--- src/rtl/rv32i_pkg.sv ---
// Shared definitions for the RV32I multi-cycle controller: opcodes, ALU/branch
// encodings, writeback-source codes, FSM states and instruction classes.
package rv32i_pkg;

    localparam logic [6:0] OP_R      = 7'b0110011;
    localparam logic [6:0] OP_I      = 7'b0010011;
    localparam logic [6:0] OP_LOAD   = 7'b0000011;
    localparam logic [6:0] OP_STORE  = 7'b0100011;
    localparam logic [6:0] OP_BRANCH = 7'b1100011;
    localparam logic [6:0] OP_LUI    = 7'b0110111;
    localparam logic [6:0] OP_AUIPC  = 7'b0010111;
    localparam logic [6:0] OP_JAL    = 7'b1101111;
    localparam logic [6:0] OP_JALR   = 7'b1100111;

    // ALU operations, encoded as {funct7[5], funct3}
    localparam logic [3:0] ADD  = 4'b0000;
    localparam logic [3:0] SUB  = 4'b1000;
    localparam logic [3:0] SLL  = 4'b0001;
    localparam logic [3:0] SLT  = 4'b0010;
    localparam logic [3:0] SLTU = 4'b0011;
    localparam logic [3:0] XOR  = 4'b0100;
    localparam logic [3:0] SRL  = 4'b0101;
    localparam logic [3:0] SRA  = 4'b1101;
    localparam logic [3:0] OR   = 4'b0110;
    localparam logic [3:0] AND  = 4'b0111;

    // Branch conditions, encoded as funct3
    localparam logic [2:0] BEQ  = 3'b000;
    localparam logic [2:0] BNE  = 3'b001;
    localparam logic [2:0] BLT  = 3'b100;
    localparam logic [2:0] BGE  = 3'b101;
    localparam logic [2:0] BLTU = 3'b110;
    localparam logic [2:0] BGEU = 3'b111;

    localparam logic [2:0] WSEL_ALU    = 3'd0;
    localparam logic [2:0] WSEL_MEM    = 3'd1;
    localparam logic [2:0] WSEL_IMM    = 3'd2;
    localparam logic [2:0] WSEL_PC_IMM = 3'd3;
    localparam logic [2:0] WSEL_PC4    = 3'd4;

    typedef enum logic [2:0] {
        FETCH,
        DECODE,
        EXECUTE,
        MEM,
        WB,
        TRAP
    } state_t;

    typedef enum logic [3:0] {
        CLS_R,
        CLS_I,
        CLS_LOAD,
        CLS_STORE,
        CLS_BRANCH,
        CLS_LUI,
        CLS_AUIPC,
        CLS_JAL,
        CLS_JALR,
        CLS_NONE
    } instr_class_t;

    // Unsupported funct7/funct3 combinations fall back to ADD.
    function automatic logic [3:0] alu_encode(input logic [3:0] sel);
        case (sel)
            ADD, SUB, SLL, SLT, SLTU, XOR, SRL, SRA, OR, AND: return sel;
            default: return ADD;
        endcase
    endfunction

    function automatic logic [3:0] branch_encode(input logic [2:0] funct3);
        case (funct3)
            BEQ, BNE, BLT, BGE, BLTU, BGEU: return {1'b0, funct3};
            default: return ADD;
        endcase
    endfunction

endpackage

--- src/rtl/rv32i_decoder.sv ---
// Combinational instruction decode: opcode/funct fields to legality, class and
// the per-instruction datapath selects used during EXECUTE.
module rv32i_decoder
    import rv32i_pkg::*;
(
    input  logic [6:0]   opcode,
    input  logic [2:0]   funct3,
    input  logic         funct7_b5,
    output logic         legal,
    output instr_class_t instr_class,
    output logic [3:0]   alu_controls,
    output logic         alu_src,
    output logic [2:0]   wdata_sel
);

    always_comb begin
        // NOTE: every output gets a default before the case so no path leaves
        // a value unassigned, which would otherwise infer a latch.
        legal        = 1'b1;
        instr_class  = CLS_NONE;
        alu_controls = ADD;
        alu_src      = 1'b0;
        wdata_sel    = WSEL_ALU;

        case (opcode)
            OP_R: begin
                instr_class  = CLS_R;
                alu_controls = alu_encode({funct7_b5, funct3});
            end
            OP_I: begin
                // Only SRAI carries a meaningful funct7[5]; elsewhere it is immediate data.
                instr_class  = CLS_I;
                alu_src      = 1'b1;
                alu_controls = alu_encode({(funct3 == 3'b101) ? funct7_b5 : 1'b0, funct3});
            end
            OP_LOAD: begin
                instr_class = CLS_LOAD;
                alu_src     = 1'b1;
            end
            OP_STORE: begin
                instr_class = CLS_STORE;
                alu_src     = 1'b1;
            end
            OP_BRANCH: begin
                instr_class  = CLS_BRANCH;
                alu_controls = branch_encode(funct3);
            end
            OP_LUI: begin
                instr_class = CLS_LUI;
                wdata_sel   = WSEL_IMM;
            end
            OP_AUIPC: begin
                instr_class = CLS_AUIPC;
                wdata_sel   = WSEL_PC_IMM;
            end
            OP_JAL: begin
                instr_class = CLS_JAL;
                wdata_sel   = WSEL_PC4;
            end
            OP_JALR: begin
                instr_class = CLS_JALR;
                wdata_sel   = WSEL_PC4;
            end
            default: legal = 1'b0;
        endcase
    end

endmodule

--- src/rtl/rv32i_mc_controller.sv ---
// Multi-cycle RV32I sequencer: owns the instruction register and steps each
// instruction through FETCH/DECODE/EXECUTE[/MEM[/WB]] with handshaked memories.
module rv32i_mc_controller
    import rv32i_pkg::*;
#(
    parameter logic [31:0] IR_RESET = 32'h0000_0013
) (
    input  logic        clk,
    input  logic        reset,
    input  logic [31:0] imem_rdata,
    output logic        i_req,
    input  logic        i_ack,
    output logic        d_req,
    output logic        d_we,
    output logic [1:0]  d_size,
    input  logic        d_ack,
    output logic [31:0] instr_code,
    output logic        pc_en,
    output logic        reg_wr_en,
    output logic        aluSrcMuxSel,
    output logic [2:0]  RegWdataSel,
    output logic [3:0]  alu_controls,
    output logic        branch,
    output logic        JAL,
    output logic        JAIR,
    output logic        retire,
    output logic        illegal
);

    state_t       state;
    state_t       state_next;
    logic [31:0]  ir;
    logic         started;
    logic         fetch_done;

    logic         dec_legal;
    instr_class_t dec_class;
    logic [3:0]   dec_alu;
    logic         dec_alu_src;
    logic [2:0]   dec_wsel;

    rv32i_decoder u_decoder (
        .opcode       (ir[6:0]),
        .funct3       (ir[14:12]),
        .funct7_b5    (ir[30]),
        .legal        (dec_legal),
        .instr_class  (dec_class),
        .alu_controls (dec_alu),
        .alu_src      (dec_alu_src),
        .wdata_sel    (dec_wsel)
    );

    // The first cycle after reset is dead so no request leaves before the
    // memories have also come out of reset.
    assign fetch_done = (state == FETCH) && started && i_ack;

    always_ff @(posedge clk or posedge reset) begin
        // NOTE: state registers use non-blocking assignment so every flop
        // samples the pre-edge values, independent of statement order.
        if (reset) begin
            state   <= FETCH;
            ir      <= IR_RESET;
            started <= 1'b0;
        end else begin
            state   <= state_next;
            started <= 1'b1;
            if (fetch_done) begin
                ir <= imem_rdata;
            end
        end
    end

    assign instr_code = ir;
    assign d_size     = ir[13:12];

    always_comb begin
        state_next   = state;
        i_req        = 1'b0;
        d_req        = 1'b0;
        d_we         = 1'b0;
        pc_en        = 1'b0;
        reg_wr_en    = 1'b0;
        aluSrcMuxSel = 1'b0;
        RegWdataSel  = WSEL_ALU;
        alu_controls = ADD;
        branch       = 1'b0;
        JAL          = 1'b0;
        JAIR         = 1'b0;
        retire       = 1'b0;
        illegal      = 1'b0;

        case (state)
            FETCH: begin
                i_req = started;
                if (fetch_done) begin
                    state_next = DECODE;
                end
            end
            DECODE: begin
                state_next = dec_legal ? EXECUTE : TRAP;
            end
            EXECUTE: begin
                aluSrcMuxSel = dec_alu_src;
                alu_controls = dec_alu;
                RegWdataSel  = dec_wsel;
                state_next   = FETCH;
                case (dec_class)
                    CLS_R, CLS_I, CLS_LUI, CLS_AUIPC: begin
                        reg_wr_en = 1'b1;
                        pc_en     = 1'b1;
                        retire    = 1'b1;
                    end
                    CLS_BRANCH: begin
                        branch = 1'b1;
                        pc_en  = 1'b1;
                        retire = 1'b1;
                    end
                    CLS_JAL, CLS_JALR: begin
                        JAL       = 1'b1;
                        JAIR      = (dec_class == CLS_JALR);
                        reg_wr_en = 1'b1;
                        pc_en     = 1'b1;
                        retire    = 1'b1;
                    end
                    CLS_LOAD, CLS_STORE: begin
                        state_next = MEM;
                    end
                    default: begin
                        state_next = TRAP;
                    end
                endcase
            end
            MEM: begin
                // A store completes on the ack cycle itself, so the commit
                // strobes follow d_ack directly.
                d_req = 1'b1;
                d_we  = (dec_class == CLS_STORE);
                if (d_ack) begin
                    if (dec_class == CLS_STORE) begin
                        pc_en      = 1'b1;
                        retire     = 1'b1;
                        state_next = FETCH;
                    end else begin
                        state_next = WB;
                    end
                end
            end
            WB: begin
                reg_wr_en   = 1'b1;
                RegWdataSel = WSEL_MEM;
                pc_en       = 1'b1;
                retire      = 1'b1;
                state_next  = FETCH;
            end
            TRAP: begin
                illegal = 1'b1;
            end
            default: begin
                state_next = FETCH;
            end
        endcase
    end

endmodule
--- config.mk ---
export PLATFORM = sky130hd
export DESIGN_NAME = rv32i_mc_controller
export DESIGN_NICKNAME = d
export VERILOG_FILES = /design/src/rtl/rv32i_pkg.sv /design/src/rtl/rv32i_decoder.sv /design/src/rtl/rv32i_mc_controller.sv
export SDC_FILE = /design/constraint.sdc
export NUM_CORES = 1
export LEC_CHECK = 0
export ABC_AREA = 1
export CELL_PAD_IN_SITES_DETAIL_PLACEMENT = 0
export CELL_PAD_IN_SITES_GLOBAL_PLACEMENT = 2
export CORE_MARGIN = 3
export CORE_UTILIZATION = 20
export DETAILED_ROUTE_END_ITERATION = 6
export GPL_TIMING_DRIVEN = 1
export PLACE_DENSITY = 0.79
export SYNTH_ARGS = -nofsm -noshare
export SYNTH_HDL_FRONTEND = slang
export SYNTH_SLANG_ARGS = --single-unit
--- constraint.sdc ---
create_clock -name clk -period 1.32 [get_ports clk]
set_input_delay 0.132 -clock clk [delete_from_list [all_inputs] [get_ports clk]]
set_output_delay 0.132 -clock clk [all_outputs]
set_load 0.05 [all_outputs]
### Word-level counts from Yosys, hierarchy flattened

Cells that the tools add are included.

| word-level totals | value |
|---|---|
| register bits | 36 |
| word-level logic and storage cells | 103 |

| operators by class | value |
|---|---|
| equality and inequality tests | 47 |
| muxes and demuxes | 34 |
| bitwise operators | 1 |
| reduce and logical (&&, ||, !) cells | 18 |

Operator list:

| cell | number |
|---|---|
| $eq 4x3->1 const B | 12 |
| $pmux 4 s9 | 1 |
| $eq 4x2->1 const B | 6 |
| $eq 7x6->1 const B | 3 |
| $eq 7x7->1 const B | 3 |
| $eq 4x4->1 const B | 5 |
| $reduce_or 10->1 | 2 |
| $eq 3x3->1 const B | 6 |
| $mux 1 | 18 |
| $mux 3 | 5 |
| $pmux 3 s5 | 1 |
| $eq 7x5->1 const B | 2 |
| $eq 4x1->1 const B | 3 |
| $logic_not 4->1 | 3 |
| $mux 4 | 3 |
| $pmux 3 s2 | 2 |
| $pmux 4 s3 | 1 |
| $reduce_or 6->1 | 2 |
| $pmux 3 s3 | 1 |
| $reduce_or 9->1 | 1 |
| $eq 7x2->1 const B | 1 |
| $reduce_or 7->1 | 1 |
| $eq 3x1->1 const B | 2 |
| $eq 3x2->1 const B | 2 |
| other kinds (9) | 14 |

### Longest topological paths before layout

| logic depth | value |
|---|---|
| word-level depth | 7 |
| depth in mapped cells | 10 |

### Modules after synthesis

A second synthesis with hierarchy kept.

| unflattened totals | value |
|---|---|
| cells, all modules | 291 |
| area total of the unflattened synthesis | 2,031.9 µm² |

Modules (own cells, without submodules):

| module | times used | cells an instance | area an instance (µm²) | sequential area each (µm²) |
|---|---|---|---|---|
| rv32i_mc_controller | 1 | 221 | 1,717.9 | 904.6 |
| rv32i_decoder | 1 | 70 | 314.1 | 0.0 |

### Worst setup path before layout

Ideal clock, no wire load.

| timing path | value |
|---|---|
| kind | reg2out |
| start point | register ir[0] (netlist: instr_code[0]) |
| end point | output port retire |
| data arrival time | 2,700 ps |
| required time | 1,188 ps |
| setup slack | -1,512 ps |
| stages on the path, launching flop included | 8 |
| cells stage by stage | dfstp_2 nand2_1 nor2_2 nand2_1 nor2_1 nand2_1 nand3_1 buf_4 |

| between the ends | value |
|---|---|
| longest elaborated chain between the ends | 6 |

Ends and longest elaborated chain:

| element | line | RTL |
|---|---|---|
| start, declared | rv32i_mc_controller.sv:32 | `logic [31:0] ir;` |
| start signal, assigned | rv32i_mc_controller.sv:68 | `ir <= imem_rdata;` |
| $eq 7x7->1, or another cell as far along | rv32i_decoder.sv:25 | `case (opcode)` |
| $pmux 4 s9 * | rv32i_decoder.sv:25 |  |
| $eq 4x4->1, or another cell as far along | -- |  |
| $reduce_or 7->1 (no source line) / $mux 1 (equally long branches) | -- |  |
| $mux 1, on equally long branches | -- |  |
| $pmux 1 s3 * | -- |  |
| end, declared | rv32i_mc_controller.sv:26 | `output logic retire,` |

Every way passes the cells marked *; elsewhere a longest branch is shown, timed or not.

### Worst setup path after layout

| timing path | value |
|---|---|
| start point | register ir[0] (netlist: instr_code[0]) |
| end point | output port JAL |

| between the ends | value |
|---|---|
| longest elaborated chain between the ends | 6 |

Ends and longest elaborated chain:

| element | line | RTL |
|---|---|---|
| $eq 7x7->1, or another cell as far along | rv32i_decoder.sv:25 |  |
| $pmux 4 s9 * | rv32i_decoder.sv:25 |  |
| $eq 4x4->1 / $eq 4x3->1 (equally long branches) | rv32i_mc_controller.sv:107 | `case (dec_class)` |
| $reduce_or 2->1 * | -- |  |
| $mux 1 * | rv32i_mc_controller.sv:107 |  |
| $mux 1 * | rv32i_mc_controller.sv:92 | `case (state)` |
| end, declared | rv32i_mc_controller.sv:24 | `output logic JAL,` |

Marked as above.

==> metrics.csv <==
stage;metric;value;unit
outcome;failing checks;setup timing;
logic_synthesis;count of state elements after synthesis;36;
sta;fmax;0.501;GHz
place;Detailed Place HPWL;5.01;mm
sta;Final Hold Vio Count;0;
logic_synthesis;syn_area_per_cell;7.59;um^2
cells_and_area;Multi-input gate area;0.00140;mm^2
clocking;H-tree Lvls;2;
sta;RSZ-0062 raised after global routing;true;
power;Lkg Pwr;2.22;nW
setup_path;slowest CP cell;dfstp_2;
clocking;clock latency on the worst-skew pair;0.28;ns
power;logic gate share of total power;70.3;%
global_routing;grt peak-use layer;met2;
sta;Max Slew Vio Count;0;
logic_synthesis;Distinct cells, synth;29;
logic_synthesis;EDFF count, synth;0;
cells_and_area;ant diodes;0;
logic_synthesis;Ys Warns;0;
cells_and_area;fin nets;458;
power;Clk network pwr share;8.9;%
logic_synthesis;top cells by count, synth;79 x nand2_1, 40 x nand3_1, 33 x dfrtp_1;
setup_path;Worst Reg-to-Reg Cells;11;
route;wire per inst;12.8;um
sta;final setup vio count;53;
route;DR DRC count;0;
floorplanning;core box area;0.00937;mm^2
sta;Clock Skew;0.00743;ns
global_routing;vias in the first global route;2381;
clocking;Worst-path clk slew;0.08;ns
place;Placed Area;0.00411;mm^2
setup_path;worst endpoint data arrival time;1.86;ns
place;DP Worst Slack;-0.386;ns
floorplanning;die area;0.0110;mm^2
setup_path;Setup crit start kind;register;
logic_synthesis;post-synthesis sequential area ratio;46.3;%
outcome;outcome;complete, but fails checks;
setup_path;most used cell, CP;nand2_4;
sta;setup TNS;-21.35;ns
logic_synthesis;Post-Syn Instances;257;
power;Int Pwr;6.06;mW
route;Detail Route Antenna Nets;0;
logic_synthesis;count leader, synth;nand2_1;
power;pwr dens;2260;mW/mm^2
clocking;maximum clock path buffer count;2;
power;VDD IR max;0.00130;V
clocking;TritonCTS clock tree;done;
logic_synthesis;synthesized cell area;0.00195;mm^2
logic_synthesis;Synth Flop Type;dfrtp_1;
route;DR iter-0 viols;28;
cells_and_area;P&R area growth vs syn;149;%
floorplanning;# IOs;88;
power;sequential group share of total power;20.8;%
floorplanning;initial core utilization;20.8;%
global_routing;GR met1 Demand/Resource;14.8;%
power;switching part of the total;45.0;%
route;TritonRoute pass-1 iters;4;
global_routing;met2 Use GR;23.2;%
global_routing;grt met3 use;4.39;%
power;Switching Power;4.96;mW
place;GPL Wtd Cong;0.795;
global_routing;initial antenna violation count;0;
sta;final setup margin;-0.676;ns
global_routing;Congestion Overflow GR;0;
global_routing;first-pass GRT wire length;11.7;mm
route;Routed WL;7.05;mm
place;Port Buffer Count;87;
cells_and_area;design area;0.00486;mm^2
hold_path;Hold Crit Class;in2async;
setup_path;critical-path cell list;nand2_4 -> nor2_4 -> buf_6 -> nand2_4 -> nand2_4 -> nor2_4 -> nor2_1 -> nand2_1 -> o21ai_4 -> buf_12;
global_routing;Tot GR Track Use;13.0;%
logic_synthesis;Synth top area share;42.3;%
cells_and_area;FILL cells;877;
sta;worst hold slack;0.168;ns
logic_synthesis;post-synthesis net count;293;
floorplanning;Die Ht;105;um
job;MaxCap Viol Count;0;
cells_and_area;layout cell share with drive strength beyond 1;62.6;%
sta;crit share post-route;151;%
setup_path;Worst Path Max Fanout;6;
global_routing;pin count of the biggest net entering global routing;37;
clocking;# hold bufs at CTS;0;
cells_and_area;register area;912;um^2
power;total power;11.0;mW
clocking;CTS Buf Count;5;
clocking;Root Driver;clkbuf_8;
setup_path;crit path capture type;output port;
sta;Tmin final;2.00;ns
setup_path;CP peak stage delay;0.56;ns
setup_path;kind of critical path;reg2out;
logic_synthesis;ys async rst share;100;%
setup_path;Req. time, crit path;1.19;ns
route;DR vias;2260;
route;routed vias/inst;4.09;
logic_synthesis;Synth area leaders;dfrtp_1 42%, nand2_1 15%, nand3_1 10%, nor2_1 4.8%, dfstp_2 4.0%;
clocking;Sink Count;36;
floorplanning;# rows;35;
logic_synthesis;cell taking the most area after synthesis;dfrtp_1;
floorplanning;Die X;105;um
-- critical path, delay by kind of cell (launching register included) --
| kind | cells | cell delay (ns) |
|---|---|---|
| simple gates | 7 | 0.64 |
| buf+inv | 2 | 0.31 |
| compound gates | 1 | 0.08 |
| flops | 1 | 0.56 |
-- power groups by stage --
stage / Combinational (mW) / Clock (mW) / Sequential (mW)
4_1_cts: 7.38 / 1.01 / 2.21
3_5_place_dp: 6.83 / 0 / 2.20
3_3_place_gp: 6.81 / 0 / 2.18
5_1_grt: 8.17 / 1.06 / 2.36
2_1_floorplan: 1.71 / 0 / 3.62
6_report: 7.74 / 0.979 / 2.29
-- sequential cells by signal, summed over array words and instances, names as in the netlist --
signal and count:
instr_code 32, started 1, state 3
-- cells by family after synthesis --
family                 count (synthesis)  share of synthesized area (%)
AO/OA/AOI/OAI                         15                           4.04
flip-flops                            36                           46.3
buffers and inverters                 35                           9.49
AND/OR/NAND/NOR                      170                           39.9
other                                  1                          0.192
-- cell type report --
| class | count | share of cell area, % |
|---|---|---|
| clock buffers | 5 | 1.41 |
| clock inverters | 3 | 0.875 |
| inverters | 21 | 1.85 |
| multi-input cells | 187 | 28.8 |
| flip-flops and latches | 36 | 18.8 |
| well taps | 129 | 3.32 |
| repair buffers | 171 | 45.0 |
-- cells in the final DEF (no fill, tap or decap), types with 2 or more instances in the layout --
cell type	n
nand4_1	2
o21ai_4	2
nor2_4	14
dfrtp_1	27
dfstp_2	3
nand3_2	5
inv_2	6
a21oi_1	2
o21ai_2	3
nand3_1	31
nor3_2	2
nand2_1	37
nand3_4	5
nor3_4	4
buf_12	55
buf_4	50
dfrtp_2	6
buf_6	28
nand2_2	34
nor2_2	5
nand2_4	18
clkinvlp_4	2
inv_1	11
nor2_1	7
nand2_8	2
a21oi_2	5
clkbuf_8	5
clkdlybuf4s50_1	35
-- what timing repair did --
action,in CTS,in global routing
pin swaps,23,16
hold endpoints to repair,0,0
endpoints found under the setup margin,54,54
gates cloned,2,0
buffers inserted,8,15
gates resized for setup,69,62
-- worst paths after layout --
| kind | startpoint | endpoint | slack [ns] |
|---|---|---|---|
| min reg2reg | instr_code[26] | instr_code[26] | 0.53 |
| min | reset | instr_code[27] | 0.17 |
| max in group asynchronous | reset | instr_code[0] | 0.88 |
| min in group clk | imem_rdata[0] | instr_code[0] | 0.38 |
| max reg2reg | instr_code[0] | state[0] | -0.38 |
| max | instr_code[0] | JAL | -0.68 |
-- metrics by stage --
step	std cells	util (%)
after floorplan	257	-
after global placement	523	43.9
after detailed placement	523	43.9
after CTS	541	48.7
after global routing	552	51.9
final	552	51.9
-- layer usage --
| layer | wire (um) | vias to the layer above |
|---|---|---|
| li1 | - | 1146 |
| met1 | 2710 | 1034 |
| met4 | 81 | 0 |
| met3 | 555 | 7 |
| met2 | 3700 | 73 |
| met5 | 0 | - |
No activity file was read; power rests on OpenSTA's default activity.
